$ cat src/rtl/regfile_2r1w_pkg.sv
// ----------------------------------------------------------------------------
// regfile_pkg
// Purpose : Shared encodings for the two-read / one-write register file.
//           Read-mode and write-mode codes used by the top and the read
//           formatter, plus a small helper for address range checks.
// Ports   : none (package)
// Options : none here; the top honours `REGFILE_2R1W_BYPASS_EN.
// ----------------------------------------------------------------------------
package regfile_pkg;

  // Read formatting modes
  localparam logic [1:0] RMODE_FULL = 2'b00;  // whole word
  localparam logic [1:0] RMODE_LO   = 2'b01;  // low half, zero-extended
  localparam logic [1:0] RMODE_HI   = 2'b10;  // upper half right-aligned, zero-extended
  localparam logic [1:0] RMODE_LOSX = 2'b11;  // low half, sign-extended

  // Write merge modes
  localparam logic [1:0] WMODE_FULL = 2'b00;  // replace whole word
  localparam logic [1:0] WMODE_LO   = 2'b01;  // replace low half only
  localparam logic [1:0] WMODE_HI   = 2'b10;  // replace upper half only
  localparam logic [1:0] WMODE_NOP  = 2'b11;  // reserved: no write

  // True when an address (already widened to int) names an implemented
  // register. Matters only when NREGS is not a power of two.
  function automatic logic addr_in_range(input int addr, input int nregs);
    return (addr < nregs);
  endfunction

endpackage : regfile_pkg

$ cat src/rtl/regfile_2r1w_if.sv
// ----------------------------------------------------------------------------
// regfile_2r1w_if
// Purpose : Bundles the decode-side request signals and the read results of
//           the register file into one interface.
// Signals : readsig_a/b, sr_a/b, rmode_a/b  read requests, ports A/B
//           writesig, dr, wmode, data_write  write request
//           data_read_a/b, rvalid_a/b        registered read results
// Modports: master - requester (decode / bench) drives requests
//           slave  - register file drives read results
// Options : none
// ----------------------------------------------------------------------------
interface regfile_2r1w_if #(
  parameter int WIDTH = 20,
  parameter int NREGS = 8
);
  localparam int AW = $clog2(NREGS);

  // Port A read request
  logic             readsig_a;
  logic [AW-1:0]    sr_a;
  logic [1:0]       rmode_a;
  // Port B read request
  logic             readsig_b;
  logic [AW-1:0]    sr_b;
  logic [1:0]       rmode_b;
  // Write request
  logic             writesig;
  logic [AW-1:0]    dr;
  logic [1:0]       wmode;
  logic [WIDTH-1:0] data_write;
  // Read results
  logic [WIDTH-1:0] data_read_a;
  logic [WIDTH-1:0] data_read_b;
  logic             rvalid_a;
  logic             rvalid_b;

  modport master (
    output readsig_a, sr_a, rmode_a,
    output readsig_b, sr_b, rmode_b,
    output writesig, dr, wmode, data_write,
    input  data_read_a, data_read_b, rvalid_a, rvalid_b
  );

  modport slave (
    input  readsig_a, sr_a, rmode_a,
    input  readsig_b, sr_b, rmode_b,
    input  writesig, dr, wmode, data_write,
    output data_read_a, data_read_b, rvalid_a, rvalid_b
  );

endinterface : regfile_2r1w_if

$ cat src/rtl/regfile_2r1w_read_fmt.sv
// ----------------------------------------------------------------------------
// regfile_read_fmt
// Purpose : Combinational read formatter: turns a raw register word into the
//           operand shape requested by rmode.
// Ports   : i_raw   [WIDTH] raw register word
//           i_rmode [2]     RMODE_FULL / RMODE_LO / RMODE_HI / RMODE_LOSX
//           o_data  [WIDTH] formatted word
// Options : none
// ----------------------------------------------------------------------------
module regfile_read_fmt
  import regfile_pkg::*;
#(
  parameter int WIDTH = 20
) (
  input  logic [WIDTH-1:0] i_raw,
  input  logic [1:0]       i_rmode,
  output logic [WIDTH-1:0] o_data
);

  localparam int HALF = WIDTH / 2;

  logic [HALF-1:0] w_lo;
  logic [HALF-1:0] w_hi;

  assign w_lo = i_raw[HALF-1:0];
  assign w_hi = i_raw[WIDTH-1:HALF];

  always_comb begin
    o_data = i_raw;
    case (i_rmode)
      RMODE_FULL: o_data = i_raw;
      RMODE_LO:   o_data = {{(WIDTH-HALF){1'b0}}, w_lo};
      RMODE_HI:   o_data = {{(WIDTH-HALF){1'b0}}, w_hi};
      RMODE_LOSX: o_data = {{(WIDTH-HALF){w_lo[HALF-1]}}, w_lo};
      default:    o_data = i_raw;
    endcase
  end

endmodule : regfile_read_fmt

$ cat src/rtl/regfile_2r1w.sv
// ----------------------------------------------------------------------------
// regfile_2r1w
// Purpose : Parametrised register file with two independent read ports and
//           one write port. Writes can replace the full word or either half;
//           reads return the full word or a zero/sign-extended half, one
//           cycle after the request.
// Ports   : clk    system clock, rising edge
//           reset  asynchronous active-high; clears registers and outputs
//           bus    regfile_2r1w_if.slave (read requests, write request,
//                  data_read_a/b, rvalid_a/b)
// Options : `REGFILE_2R1W_BYPASS_EN - when defined, a read of the register
//           being written in the same cycle returns the post-write merged
//           value; otherwise it returns the pre-write value.
// Notes   : WIDTH must be even, NREGS >= 2. AW is derived from NREGS.
// ----------------------------------------------------------------------------
module regfile_2r1w
  import regfile_pkg::*;
#(
  parameter  int WIDTH = 20,
  parameter  int NREGS = 8,
  localparam int AW    = $clog2(NREGS),
  localparam int HALF  = WIDTH / 2
) (
  input  logic           clk,
  input  logic           reset,
  regfile_2r1w_if.slave  bus
);

  // --------------------------------------------------------------------------
  // Storage. Kept in flops rather than block RAM: every entry must clear on
  // the asynchronous reset, and two reads plus a write happen per cycle.
  // --------------------------------------------------------------------------
  logic [WIDTH-1:0] r_regs [NREGS];

  // --------------------------------------------------------------------------
  // Write path: merge the incoming data into the current contents of dr.
  // --------------------------------------------------------------------------
  logic             w_dr_ok;
  logic             w_wr_en;
  logic [WIDTH-1:0] w_wr_old;
  logic [WIDTH-1:0] w_wr_merged;
  logic [NREGS-1:0] w_we;

  assign w_dr_ok  = addr_in_range(int'(bus.dr), NREGS);
  // Reserved wmode and out-of-range dr both suppress the write entirely.
  assign w_wr_en  = bus.writesig && (bus.wmode != WMODE_NOP) && w_dr_ok;
  assign w_wr_old = w_dr_ok ? r_regs[bus.dr] : '0;

  always_comb begin
    w_wr_merged = w_wr_old;
    case (bus.wmode)
      WMODE_FULL: w_wr_merged = bus.data_write;
      WMODE_LO:   w_wr_merged[HALF-1:0]     = bus.data_write[HALF-1:0];
      // Upper-half writes take their data from the low half of data_write
      // so the decode stage never has to shift the operand.
      WMODE_HI:   w_wr_merged[WIDTH-1:HALF] = bus.data_write[HALF-1:0];
      default:    w_wr_merged = w_wr_old;
    endcase
  end

  // One-hot write enable per register.
  for (genvar gi = 0; gi < NREGS; gi++) begin : g_we
    assign w_we[gi] = w_wr_en && (int'(bus.dr) == gi);
  end

  always_ff @(posedge clk or posedge reset) begin
    if (reset) begin
      for (int i = 0; i < NREGS; i++) begin
        r_regs[i] <= '0;
      end
    end else begin
      for (int i = 0; i < NREGS; i++) begin
        if (w_we[i]) begin
          r_regs[i] <= w_wr_merged;
        end
      end
    end
  end

  // --------------------------------------------------------------------------
  // Read ports. Index 0 is port A, index 1 is port B; both are identical.
  // --------------------------------------------------------------------------
  for (genvar gi = 0; gi < 2; gi++) begin : g_port
    logic             w_req;
    logic [AW-1:0]    w_sr;
    logic [1:0]       w_rmode;
    logic             w_sr_ok;
    logic [WIDTH-1:0] w_raw;
    logic [WIDTH-1:0] w_fmt;
    logic [WIDTH-1:0] r_data;
    logic             r_rvalid;

    assign w_req   = (gi == 0) ? bus.readsig_a : bus.readsig_b;
    assign w_sr    = (gi == 0) ? bus.sr_a      : bus.sr_b;
    assign w_rmode = (gi == 0) ? bus.rmode_a   : bus.rmode_b;
    assign w_sr_ok = addr_in_range(int'(w_sr), NREGS);

    // Unimplemented source registers read as zero (still acknowledged).
    always_comb begin
      w_raw = '0;
      if (w_sr_ok) begin
        w_raw = r_regs[w_sr];
`ifdef REGFILE_2R1W_BYPASS_EN
        // Forward the value being written this cycle so the reader sees it
        // without waiting for the register update.
        if (w_wr_en && (w_sr == bus.dr)) begin
          w_raw = w_wr_merged;
        end
`endif
      end
    end

    regfile_read_fmt #(
      .WIDTH (WIDTH)
    ) u_fmt (
      .i_raw   (w_raw),
      .i_rmode (w_rmode),
      .o_data  (w_fmt)
    );

    // data_read holds its last value between requests; rvalid is a pulse.
    always_ff @(posedge clk or posedge reset) begin
      if (reset) begin
        r_data   <= '0;
        r_rvalid <= 1'b0;
      end else begin
        r_rvalid <= w_req;
        if (w_req) begin
          r_data <= w_fmt;
        end
      end
    end
  end

  assign bus.data_read_a = g_port[0].r_data;
  assign bus.rvalid_a    = g_port[0].r_rvalid;
  assign bus.data_read_b = g_port[1].r_data;
  assign bus.rvalid_b    = g_port[1].r_rvalid;

endmodule : regfile_2r1w

$ cat src/flat_wrapper.sv
// flat-port wrapper written by rule: the top's interface ports become plain ports
module regfile_2r1w_flat import regfile_pkg::*;
#(
  parameter  int WIDTH = 20,
  parameter  int NREGS = 8,
  localparam int AW    = $clog2(NREGS),
  localparam int HALF  = WIDTH / 2
)
  (clk, reset, bus_readsig_a, bus_sr_a, bus_rmode_a, bus_readsig_b, bus_sr_b, bus_rmode_b, bus_writesig, bus_dr, bus_wmode, bus_data_write, bus_data_read_a, bus_data_read_b, bus_rvalid_a, bus_rvalid_b);
  regfile_2r1w_if #(.WIDTH(WIDTH), .NREGS(NREGS)) bus_i ();
  input  logic clk;
  input  logic reset;
  input wire logic [$bits(bus_i.readsig_a)-1:0] bus_readsig_a;
  input wire logic [$bits(bus_i.sr_a)-1:0] bus_sr_a;
  input wire logic [$bits(bus_i.rmode_a)-1:0] bus_rmode_a;
  input wire logic [$bits(bus_i.readsig_b)-1:0] bus_readsig_b;
  input wire logic [$bits(bus_i.sr_b)-1:0] bus_sr_b;
  input wire logic [$bits(bus_i.rmode_b)-1:0] bus_rmode_b;
  input wire logic [$bits(bus_i.writesig)-1:0] bus_writesig;
  input wire logic [$bits(bus_i.dr)-1:0] bus_dr;
  input wire logic [$bits(bus_i.wmode)-1:0] bus_wmode;
  input wire logic [$bits(bus_i.data_write)-1:0] bus_data_write;
  output wire logic [$bits(bus_i.data_read_a)-1:0] bus_data_read_a;
  output wire logic [$bits(bus_i.data_read_b)-1:0] bus_data_read_b;
  output wire logic [$bits(bus_i.rvalid_a)-1:0] bus_rvalid_a;
  output wire logic [$bits(bus_i.rvalid_b)-1:0] bus_rvalid_b;
  assign bus_i.readsig_a = bus_readsig_a;
  assign bus_i.sr_a = bus_sr_a;
  assign bus_i.rmode_a = bus_rmode_a;
  assign bus_i.readsig_b = bus_readsig_b;
  assign bus_i.sr_b = bus_sr_b;
  assign bus_i.rmode_b = bus_rmode_b;
  assign bus_i.writesig = bus_writesig;
  assign bus_i.dr = bus_dr;
  assign bus_i.wmode = bus_wmode;
  assign bus_i.data_write = bus_data_write;
  assign bus_data_read_a = bus_i.data_read_a;
  assign bus_data_read_b = bus_i.data_read_b;
  assign bus_rvalid_a = bus_i.rvalid_a;
  assign bus_rvalid_b = bus_i.rvalid_b;
  regfile_2r1w #(.WIDTH(WIDTH), .NREGS(NREGS)) u_core (.clk(clk), .reset(reset), .bus(bus_i));
endmodule
$ cat config.mk
export PLATFORM = sky130hd
export DESIGN_NAME = regfile_2r1w_flat
export DESIGN_NICKNAME = d
export VERILOG_FILES = /design/src/rtl/regfile_2r1w_pkg.sv /design/src/rtl/regfile_2r1w_if.sv /design/src/rtl/regfile_2r1w_read_fmt.sv /design/src/rtl/regfile_2r1w.sv /design/src/flat_wrapper.sv
export SDC_FILE = /design/constraint.sdc
export NUM_CORES = 1
export LEC_CHECK = 0
export CORE_MARGIN = 3
export CORE_UTILIZATION = 51
export CTS_CLUSTER_SIZE = 40
export DETAILED_ROUTE_END_ITERATION = 8
export PLACE_DENSITY_LB_ADDON = 0.1
export SYNTH_ARGS = -nofsm -noshare
export SYNTH_HDL_FRONTEND = slang
export SYNTH_SLANG_ARGS = --single-unit
$ cat constraint.sdc
create_clock -name clk -period 20.1 [get_ports clk]
set_clock_uncertainty 0.05 [all_clocks]
set_input_delay 5.025 -clock clk [delete_from_list [all_inputs] [get_ports clk]]
set_output_delay 5.025 -clock clk [all_outputs]
set_load 0.05 [all_outputs]
==> key figures, run 1 <==
Setup path
  – Cells on worst reg2reg path: 4
  – RR Endpoint: u_core.bus.data_read_b[8]
  – Slowest stage delay, CP: 0.95 ns
  – R2r startpoint: u_core.r_regs[58]
  – CP endpoint: u_core.r_regs[4]
  – WP buf/inv: 2
  – Slowest-stage cell, CP: clkdlybuf4s50_1
  – Worst Path Class, Setup: input pin to flip-flop
  – Worst endpoint required time: 20.48 ns
  – Critical path origin: bus_wmode[0]
  – CP endpoint kind: flip-flop
  – FF-to-FF setup slack: 18.32 ns
  – Worst path depth: 6
  – Cell Chain, Critical Path: clkdlybuf4s50_1 > a21bo_1 > nor3_4 > buf_4 > nor2_1 > a21oi_1
  – Crit path launch type: input pin
  – Worst EP arrival: 8.00 ns
  – Crit path max-delay family: buffers and inverters
  – Critical path peak fanout: 22

CTS
  – CTS sink count: 202
  – Hold_buf cts: 0
  – TritonCTS Buffers: 23
  – Worst skew pair latency: 0.51 ns
  – CTS H-tree lvls: 1
  – CTS tree: built
  – # Post-CTS Setup Buffers: 0
  – Clk buf depth: 3
  – CTS clock-pin slew for the worst setup and hold paths: 0.06 ns
  – PostCTS Resize Cnt: 0
  – Root Buffer: clkbuf_16

Logic synthesis
  – Yosys warnings: 0
  – Post-Synth Adder-Cell Area: 0
  – Synth top area cells: dfrtp_1 (44%), mux2i_1 (10%), mux4_2 (9.5%)
  – Largest family of logic cells by synthesized area: multiplexers
  – Largest area contributor in the netlist: dfrtp_1
  – Synth unique cells: 34
  – Synth Flop Type: dfrtp_1
  – Post-synthesis compound-gate area fraction: 0.128
  – Mapped Area: 11600 µm²
  – Mux contribution to synthesized area: 0.276
  – Area share of the largest cell type after synthesis: 0.436
  – Synthesis-stage register bit count: 202
  – Post-synth ARST share: 1.00
  – Most instantiated cells after synthesis: dfrtp_1 (202), nor2_1 (174), a21oi_1 (160)
  – Post-synthesis sequential area ratio: 0.436
  – Post-synth EDFFs: 0
  – Mean Syn Cell Area: 10.9 µm²
  – Xor and xnor area share after synthesis: 0
  – Mapped Cells: 1067
  – Synth Net Count: 1107
  – Post-synthesis simple-gate area fraction: 0.117
  – Most frequent cell after synthesis: dfrtp_1

Power
  – Power per cell area: 112 nW/µm²
  – Overall power: 0.00148 W
  – P_leak: 5.49 nW
  – Peak VDD IR: 0.0570 mV

STA
  – Period utilization: 0.379
  – Peak Freq: 131 MHz
  – RSZ-0062 raised after global routing: false
  – Final Hold Slack: 0.442 ns
  – Final min period: 7.62 ns
  – Slew of the pin with the lowest slew margin: 1.19 ns
  – TNS Setup: 0 ns
  – Worst setup margin: 12.48 ns
  – Final Hold Viols: 0
  – Max-slew headroom: 0.206
  – Final setup fails: 0
  – Max Slew Vio Count: 0

Hold path
  – Hold Path Class: flip-flop to flip-flop
  – Hold Path Stages: 2

Route
  – Final ANT Viol Nets: 0
  – Detailed-route DRC error count: 0
  – Routed vias/inst: 6.39
  – Pre-antenna DRT Iters: 5
  – Drt total wl: 34.4 mm
  – Via count: 8913
  – Drt initial violations: 869
  – Routed length per instance: 24.7 µm

Finish
  – Layout cells sized above 1: 0.129
  – Layout fillers: 1884
  – Area Growth Syn to Fin: 13.9%
  – Post-Route Utilization: 0.597
  – # nets final: 1143
  – Ant. Diodes: 0

Floorplan
  – Die Ht: 157 µm
  – Die area: 24600 µm²
  – Die width: 157 µm
  – Initial Util: 0.524
  – Ports: 82
  – FP Rows: 54
  – Area of the core: 22100 µm²

Outcome
  – Status: finished clean

Placement
  – Pre-CTS setup slack: 11.99 ns
  – DP Wirelength: 21.1 mm
  – IO Port Bufs: 81
  – Gp weighted congestion: 0.846

Global route
  – GR Util All Layers: 0.281
  – Gr ovfl total: 0
  – First-pass GRT wire length: 52.6 mm
  – Largest net degree at the start of global routing: 131
  – Antenna violations before repair: 0
  – Vias in the first global route: 8660

Run
  – Max cap viols: 0
-- worst min-delay path by stage --
stage | startpoint | to | slack (ns)
floorplan | u_core.r_regs[53] | u_core.r_regs[53] | 0.47
finish | u_core.bus.data_read_b[19] | u_core.bus.data_read_b[19] | 0.44
detailed placement | u_core.bus.data_read_b[19] | u_core.bus.data_read_b[19] | 0.43
global placement | u_core.bus.data_read_b[19] | u_core.bus.data_read_b[19] | 0.42
global route | u_core.bus.data_read_b[19] | u_core.bus.data_read_b[19] | 0.46
CTS | u_core.bus.data_read_b[19] | u_core.bus.data_read_b[19] | 0.44
-- placed cells by master, fill, tap and decap left out, drive strengths merged, types with 3 or more instances in the layout --
master         instances
dfrtp                202
nor2                 174
a21oi                160
mux2i                117
mux4                  76
clkdlybuf4s50         74
a22oi                 41
a31oi                 38
nor2b                 33
clkbuf                32
buf                   31
nand2b                23
nand3                 23
nand2                 22
mux2                  19
o21ai                 18
inv                    4
nor3                   4
nand3b                 3
o221ai                 3
clkinv                 3
-- metrics by stage --
step | instances | instance area [µm²]
final | 1394 | 13200
after global routing | 1394 | 13200
after CTS | 1394 | 13200
after detailed placement | 1358 | 12500
after global placement | 1358 | 12500
after floorplan | 1067 | 11600
-- logic make-up after synthesis --
group,after synthesis
buffers and inverters,98
DFF,202
muxes,212
and+or+nand+nor,293
AOI/OAI and AO/OA,262
-- final cells by class --
| cell class | count | area [µm²] | area share |
|---|---|---|---|
| clock inverter | 4 | 45.0 | 0.00341 |
| timing repair buffer | 105 | 958 | 0.0726 |
| multi-input combinational | 767 | 6100 | 0.462 |
| sequential | 202 | 5050 | 0.383 |
| tap | 280 | 350 | 0.0265 |
| clock buffer | 32 | 669 | 0.0507 |
| inverter | 4 | 22.5 | 0.00171 |
-- report_power, final --
group	switching, W	leakage (nW)	internal, W
clock network	0.000166	0.356	0.000242
registers	0.0000993	2.34	0.000509
logic	0.000256	2.79	0.000210
-- worst reg2reg max path: stages, from the launching register on --
cell     delay [ns]
dfrtp_1        0.41
mux4_1         0.55
mux2_2         0.37
a31oi_1        0.18
o21ai_1        0.08
-- per-layer routing --
metal	track usage	share of wire	wire [µm]
met4	0.0679	0.022	767
met2	0.442	0.47	16200
met3	0.0412	0.074	2540
met5	0	0	0
met1	0.416	0.43	14800
-- sequential cells by signal, summed over array words and instances, names as in the netlist --
| name | count |
|---|---|
| u_core.bus.data_read_a | 20 |
| u_core.bus.data_read_b | 20 |
| u_core.bus.rvalid_a | 1 |
| u_core.bus.rvalid_b | 1 |
| u_core.r_regs | 160 |
Power figures use the tool's default switching activity.
==> run 2, diff against run 1 <==
clock period = 7.85 ns   (was 20.1 ns; I/O delays follow)
==> key figures, run 2 (synthesized netlist as in run 1, its figures left out) <==
Outcome
  – Status: finished clean

CTS
  – CTS clock-pin slew for the worst setup and hold paths: 0.06 ns (about the same)
  – CTS sink count: 202 (unchanged)
  – Clk buf depth: 3 (unchanged)
  – CTS tree: built
  – Hold_buf cts: 0 (unchanged)
  – # Post-CTS Setup Buffers: 0 (unchanged)
  – TritonCTS Buffers: 23 (unchanged)
  – PostCTS Resize Cnt: 0 (unchanged)
  – CTS H-tree lvls: 1 (unchanged)
  – Worst skew pair latency: 0.51 ns (about the same)
  – Root Buffer: clkbuf_16

STA
  – Period utilization: 0.590
  – Slew of the pin with the lowest slew margin: 1.18 ns (-0.0138 ns)
  – Max-slew headroom: 0.215 (+0.00920)
  – RSZ-0062 raised after global routing: false
  – Final Hold Viols: 0 (unchanged)
  – Max Slew Vio Count: 0 (unchanged)
  – Peak Freq: 216 MHz
  – TNS Setup: 0 ns (unchanged)
  – Final min period: 4.63 ns
  – Final setup fails: 0 (unchanged)
  – Worst setup margin: 3.22 ns (-9.26 ns)

Finish
  – Final instance area: 13300 µm² (+0.63%)
  – Area of the multi-input gates: 6100 µm² (unchanged)
  – Commonest non-fill, non-tap cell in the layout: dfrtp_1
  – Area Growth Syn to Fin: 14.6%
  – Top reg by flops: u_core.r_regs
  – # nets final: 1143 (unchanged)
  – Register area: 5050 µm² (unchanged)
  – Post-Route Utilization: 0.601 (+0.00374)
  – Layout cells sized above 1: 0.133 (+0.00389)
  – Layout fillers: 1851 (-1.8%)
  – Most frequent cells in the layout: dfrtp_1 (202), nor2_1 (173), a21oi_1 (160)
  – Non-filler cells in the finished layout: 1400 (+0.43%)
  – Number of flip-flops in the largest register: 160 (unchanged)

Route
  – Drt initial violations: 768 (-12%)
  – Final ANT Viol Nets: 0 (unchanged)
  – Detailed-route DRC error count: 0 (unchanged)
  – Routed vias/inst: 6.41 (+0.17%)
  – Via count: 8967 (+0.61%)
  – Pre-antenna DRT Iters: 5 (unchanged)
  – Drt total wl: 34.1 mm (-0.87%)
  – Routed length per instance: 24.3 µm (-1.3%)

Setup path
  – Critical path origin: bus_wmode[0]
  – Cell Chain, Critical Path: clkdlybuf4s50_1 > a21bo_1 > nor3_4 > buf_4 > nor2_1 > a21oi_1
  – Slowest stage delay, CP: 0.96 ns (about the same)
  – Slowest-stage cell, CP: clkdlybuf4s50_1
  – Worst EP arrival: 5.01 ns (-2.99 ns)
  – FF-to-FF setup slack: 6.02 ns (-12.30 ns)
  – Crit path launch type: input pin
  – Cells on worst reg2reg path: 3 (-1)
  – CP endpoint: u_core.r_regs[17]
  – Worst endpoint required time: 8.23 ns (-12.25 ns)
  – Critical path peak fanout: 22 (unchanged)
  – CP endpoint kind: flip-flop
  – Worst Path Class, Setup: input pin to flip-flop
  – R2r startpoint: u_core.r_regs[4]
  – RR Endpoint: u_core.bus.data_read_a[4]

Hold path
  – Hold Path Class: flip-flop to flip-flop
  – Hold Path Stages: 2 (unchanged)

Global route
  – Vias in the first global route: 8801 (+1.6%)
  – Gr ovfl total: 0 (unchanged)
  – GR Util All Layers: 0.279 (-0.00193)
  – First-pass GRT wire length: 52.2 mm (-0.79%)
  – Antenna violations before repair: 4 (+4)
  – Largest net degree at the start of global routing: 137 (+4.6%)

Placement
  – DP Wirelength: 20.9 mm (-1.2%)
  – Gp weighted congestion: 0.847 (about the same)
  – Placed Instance Area: 12500 µm² (unchanged)
  – Placed cell count: 1358 (unchanged)
  – Pre-CTS setup slack: 2.78 ns (-9.22 ns)
  – IO Port Bufs: 81 (unchanged)

Power
  – P_leak: 5.53 nW (+0.73%)
  – Peak VDD IR: 0.156 mV (+170%)
  – Power per cell area: 291 nW/µm² (+160%)

Floorplan
  – Die area: 24600 µm² (unchanged)
  – Die Ht: 157 µm (unchanged)
  – Initial Util: 0.524 (unchanged)
  – Die width: 157 µm (unchanged)
  – Ports: 82 (unchanged)
  – FP Rows: 54 (unchanged)
  – Area of the core: 22100 µm² (unchanged)

Run
  – Max cap viols: 0 (unchanged)
-- run 2: cell count changes in the layout (fill, tap and decap cells not counted), sizes merged --
cell / before / now
bufinv: 1 / 2
inv: 4 / 5
clkbuf: 32 / 35
diode: 0 / 1
-- run 2: stage by stage --
stage / total power (W) / hold slack [ns]
floorplan: 0.00236 / 0.472
global placement: 0.00272 / 0.425
detailed placement: 0.00275 / 0.431
CTS: 0.00388 / 0.446
global route: 0.00406 / 0.480
finish: 0.00387 / 0.444
-- run 2: layout make-up --
type | instances | share of cell area
Tap cell | 280 | 0.0264
Antenna cell | 1 | 0.000188
Clock inverter | 6 | 0.00631
Sequential cell | 202 | 0.381
Inverter | 4 | 0.00170
Timing Repair Buffer | 105 | 0.0722
Clock buffer | 35 | 0.0535
Multi-Input combinational cell | 767 | 0.459
-- run 2: layer usage --
metal,track usage,share of wire,up-vias
li1,-,-,4024
met1,0.399,0.42,4510
met2,0.421,0.46,370
met3,0.0744,0.092,57
met4,0.0867,0.030,6
met5,0,0.0011,-
-- run 2: critical path, delay by kind of cell --
family	cells	cell delay (ns)
buffers and inverters	2	1.39
and+or+nand+nor	2	0.89
AOI/OAI and AO/OA	2	0.75
-- run 2: worst min path at each step --
stage / start / end / slack (ns)
finish: u_core.bus.data_read_b[19] / u_core.bus.data_read_b[19] / 0.44
global route: u_core.bus.data_read_b[10] / u_core.bus.data_read_b[10] / 0.48
CTS: u_core.bus.data_read_b[19] / u_core.bus.data_read_b[19] / 0.45
detailed placement: u_core.bus.data_read_b[19] / u_core.bus.data_read_b[19] / 0.43
global placement: u_core.bus.data_read_b[19] / u_core.bus.data_read_b[19] / 0.42
floorplan: u_core.r_regs[53] / u_core.r_regs[53] / 0.47
-- run 2: power by group --
part	internal (W)	switching, W
Combinational	0.000538	0.000655
Sequential	0.00130	0.000252
Clock	0.000687	0.000432
==> run 3, diff against run 2 <==
clock period = 3.9 ns   (was 7.85 ns; I/O delays follow)
==> key figures, run 3 (synthesized netlist as in run 1, its figures left out) <==
Outcome
  – Status: finished clean

Finish
  – Commonest non-fill, non-tap cell in the layout: dfrtp_1
  – Ant. Diodes: 0 (-1)
  – Non-filler cells in the finished layout: 1416 (+1.1%)
  – Number of flip-flops in the largest register: 160 (unchanged)
  – Top reg by flops: u_core.r_regs
  – Layout cells sized above 1: 0.143 (+0.00945)
  – Most frequent cells in the layout: dfrtp_1 (202), nor2_1 (173), a21oi_1 (160)
  – # nets final: 1162 (+1.7%)
  – Area Growth Syn to Fin: 16.0%
  – Final instance area: 13400 µm² (+1.2%)

Global route
  – GR Util All Layers: 0.282 (+0.00310)
  – First-pass GRT wire length: 52.8 mm (+1.2%)
  – Largest net degree at the start of global routing: 108 (-21%)
  – Antenna violations before repair: 2 (-2)
  – Vias in the first global route: 8819 (+0.20%)
  – Gr ovfl total: 0 (unchanged)

Floorplan
  – Initial Util: 0.524 (unchanged)
  – Die width: 157 µm (unchanged)
  – Area of the core: 22100 µm² (unchanged)
  – Ports: 82 (unchanged)
  – FP Rows: 54 (unchanged)
  – Die area: 24600 µm² (unchanged)
  – Die Ht: 157 µm (unchanged)

Hold path
  – Hold Path Class: flip-flop to flip-flop

CTS
  – TritonCTS Buffers: 23 (unchanged)
  – CTS sink count: 202 (unchanged)
  – # Post-CTS Setup Buffers: 0 (unchanged)
  – PostCTS Resize Cnt: 0 (unchanged)
  – CTS clock-pin slew for the worst setup and hold paths: 0.06 ns (about the same)
  – Hold_buf cts: 0 (unchanged)
  – CTS H-tree lvls: 1 (unchanged)
  – Clk buf depth: 3 (unchanged)
  – Worst skew pair latency: 0.52 ns (about the same)
  – CTS tree: built
  – Root Buffer: clkbuf_16

Power
  – Power per cell area: 569 nW/µm² (+95%)
  – Overall power: 0.00764 W (+98%)
  – P_leak: 5.60 nW (+1.3%)
  – Peak VDD IR: 0.289 mV (+85%)

Setup path
  – Crit path launch type: input pin
  – Worst Path Class, Setup: input pin to flip-flop
  – Slowest stage delay, CP: 0.79 ns (-0.17 ns)
  – CP endpoint kind: flip-flop
  – Worst endpoint required time: 4.20 ns (-4.03 ns)
  – Cell Chain, Critical Path: clkdlybuf4s50_1 > nor2b_2 > buf_12 > a22oi_1 > a31oi_1 > a21oi_1
  – Critical path peak fanout: 20 (-9.1%)
  – Worst EP arrival: 3.25 ns (-1.76 ns)
  – Slowest-stage cell, CP: clkdlybuf4s50_1

STA
  – Peak Freq: 338 MHz
  – Max Slew Vio Count: 0 (unchanged)
  – Final min period: 2.96 ns
  – TNS Setup: 0 ns (unchanged)
  – Max-slew headroom: 0.359 (+0.143)
  – Period utilization: 0.758
  – RSZ-0062 raised after global routing: false
  – Worst setup margin: 0.943 ns (-2.27 ns)
  – Final Hold Viols: 0 (unchanged)
  – Slew of the pin with the lowest slew margin: 0.962 ns (-0.215 ns)
  – Final setup fails: 0 (unchanged)

Placement
  – DP Wirelength: 21.7 mm (+4.1%)
  – Gp weighted congestion: 0.829 (-2.0%)
  – Pre-CTS setup slack: 0.563 ns (-2.22 ns)
  – Placed cell count: 1377 (+1.4%)
  – Placed Instance Area: 12700 µm² (+1.9%)
  – IO Port Bufs: 81 (unchanged)

Run
  – Max cap viols: 0 (unchanged)

Route
  – Pre-antenna DRT Iters: 5 (unchanged)
  – Routed vias/inst: 6.36 (-0.64%)
  – Via count: 9011 (+0.49%)
  – Routed length per instance: 24.3 µm (-0.13%)
  – Drt initial violations: 766 (-0.26%)
  – Final ANT Viol Nets: 0 (unchanged)
  – Drt total wl: 34.4 mm (+1.0%)
  – Detailed-route DRC error count: 0 (unchanged)
run 3: cell count changes in the layout (fill, tap and decap cells not counted), sizes merged:
cell      previous run  this run
buf                 31        50
clkinvlp             0         1
bufinv               2         0
inv                  5         4
diode                1         0
clkbuf              35        37
clkinv               3         1
run 3: area by class of cell:
type | count | area, µm²
fill | 1807 | 8650
clock buffer | 37 | 698
clock inverter | 2 | 17.5
multi-input combinational | 767 | 6100
tap | 280 | 350
inverter | 4 | 18.8
sequential | 202 | 5050
timing repair buffer | 124 | 1200
run 3: final timing paths:
check	endpoint	cells after the start	slack (ns)	from
min in group asynchronous	u_core.bus.data_read_a[1]	3	0.94	reset
max in group asynchronous	u_core.r_regs[135]	3	2.32	reset
max reg2reg	u_core.r_regs[54]	4	2.08	u_core.r_regs[14]
min	u_core.bus.data_read_b[19]	2	0.44	u_core.bus.data_read_b[19]
min reg2reg	u_core.bus.data_read_b[19]	2	0.44	u_core.bus.data_read_b[19]
max	u_core.r_regs[54]	6	0.94	bus_dr[2]
run 3: critical path, delay by kind of cell:
family	cells	cell delay [ns]
compound gates	3	0.99
buf+inv	2	1.00
simple gates	1	0.29
run 3: stage by stage:
step	utilization	hold slack [ns]
2_1_floorplan	-	0.472
3_3_place_gp	0.576	0.423
3_5_place_dp	0.576	0.428
4_1_cts	0.608	0.443
5_1_grt	0.608	0.473
6_report	0.608	0.436
run 3: metal layers:
layer | vias up | global-route usage | share of wire
met2 | 370 | 0.441 | 0.47
met5 | - | 0 | 0.00078
met3 | 68 | 0.0763 | 0.085
li1 | 4067 | - | -
met4 | 4 | 0.0855 | 0.031
met1 | 4502 | 0.390 | 0.42
run 3: power breakdown:
group	switching, W	internal (W)	leakage (nW)
clock network	0.000852	0.00122	0.351
logic	0.00132	0.00111	2.91
registers	0.000514	0.00262	2.34
total	0.00269	0.00495	5.60
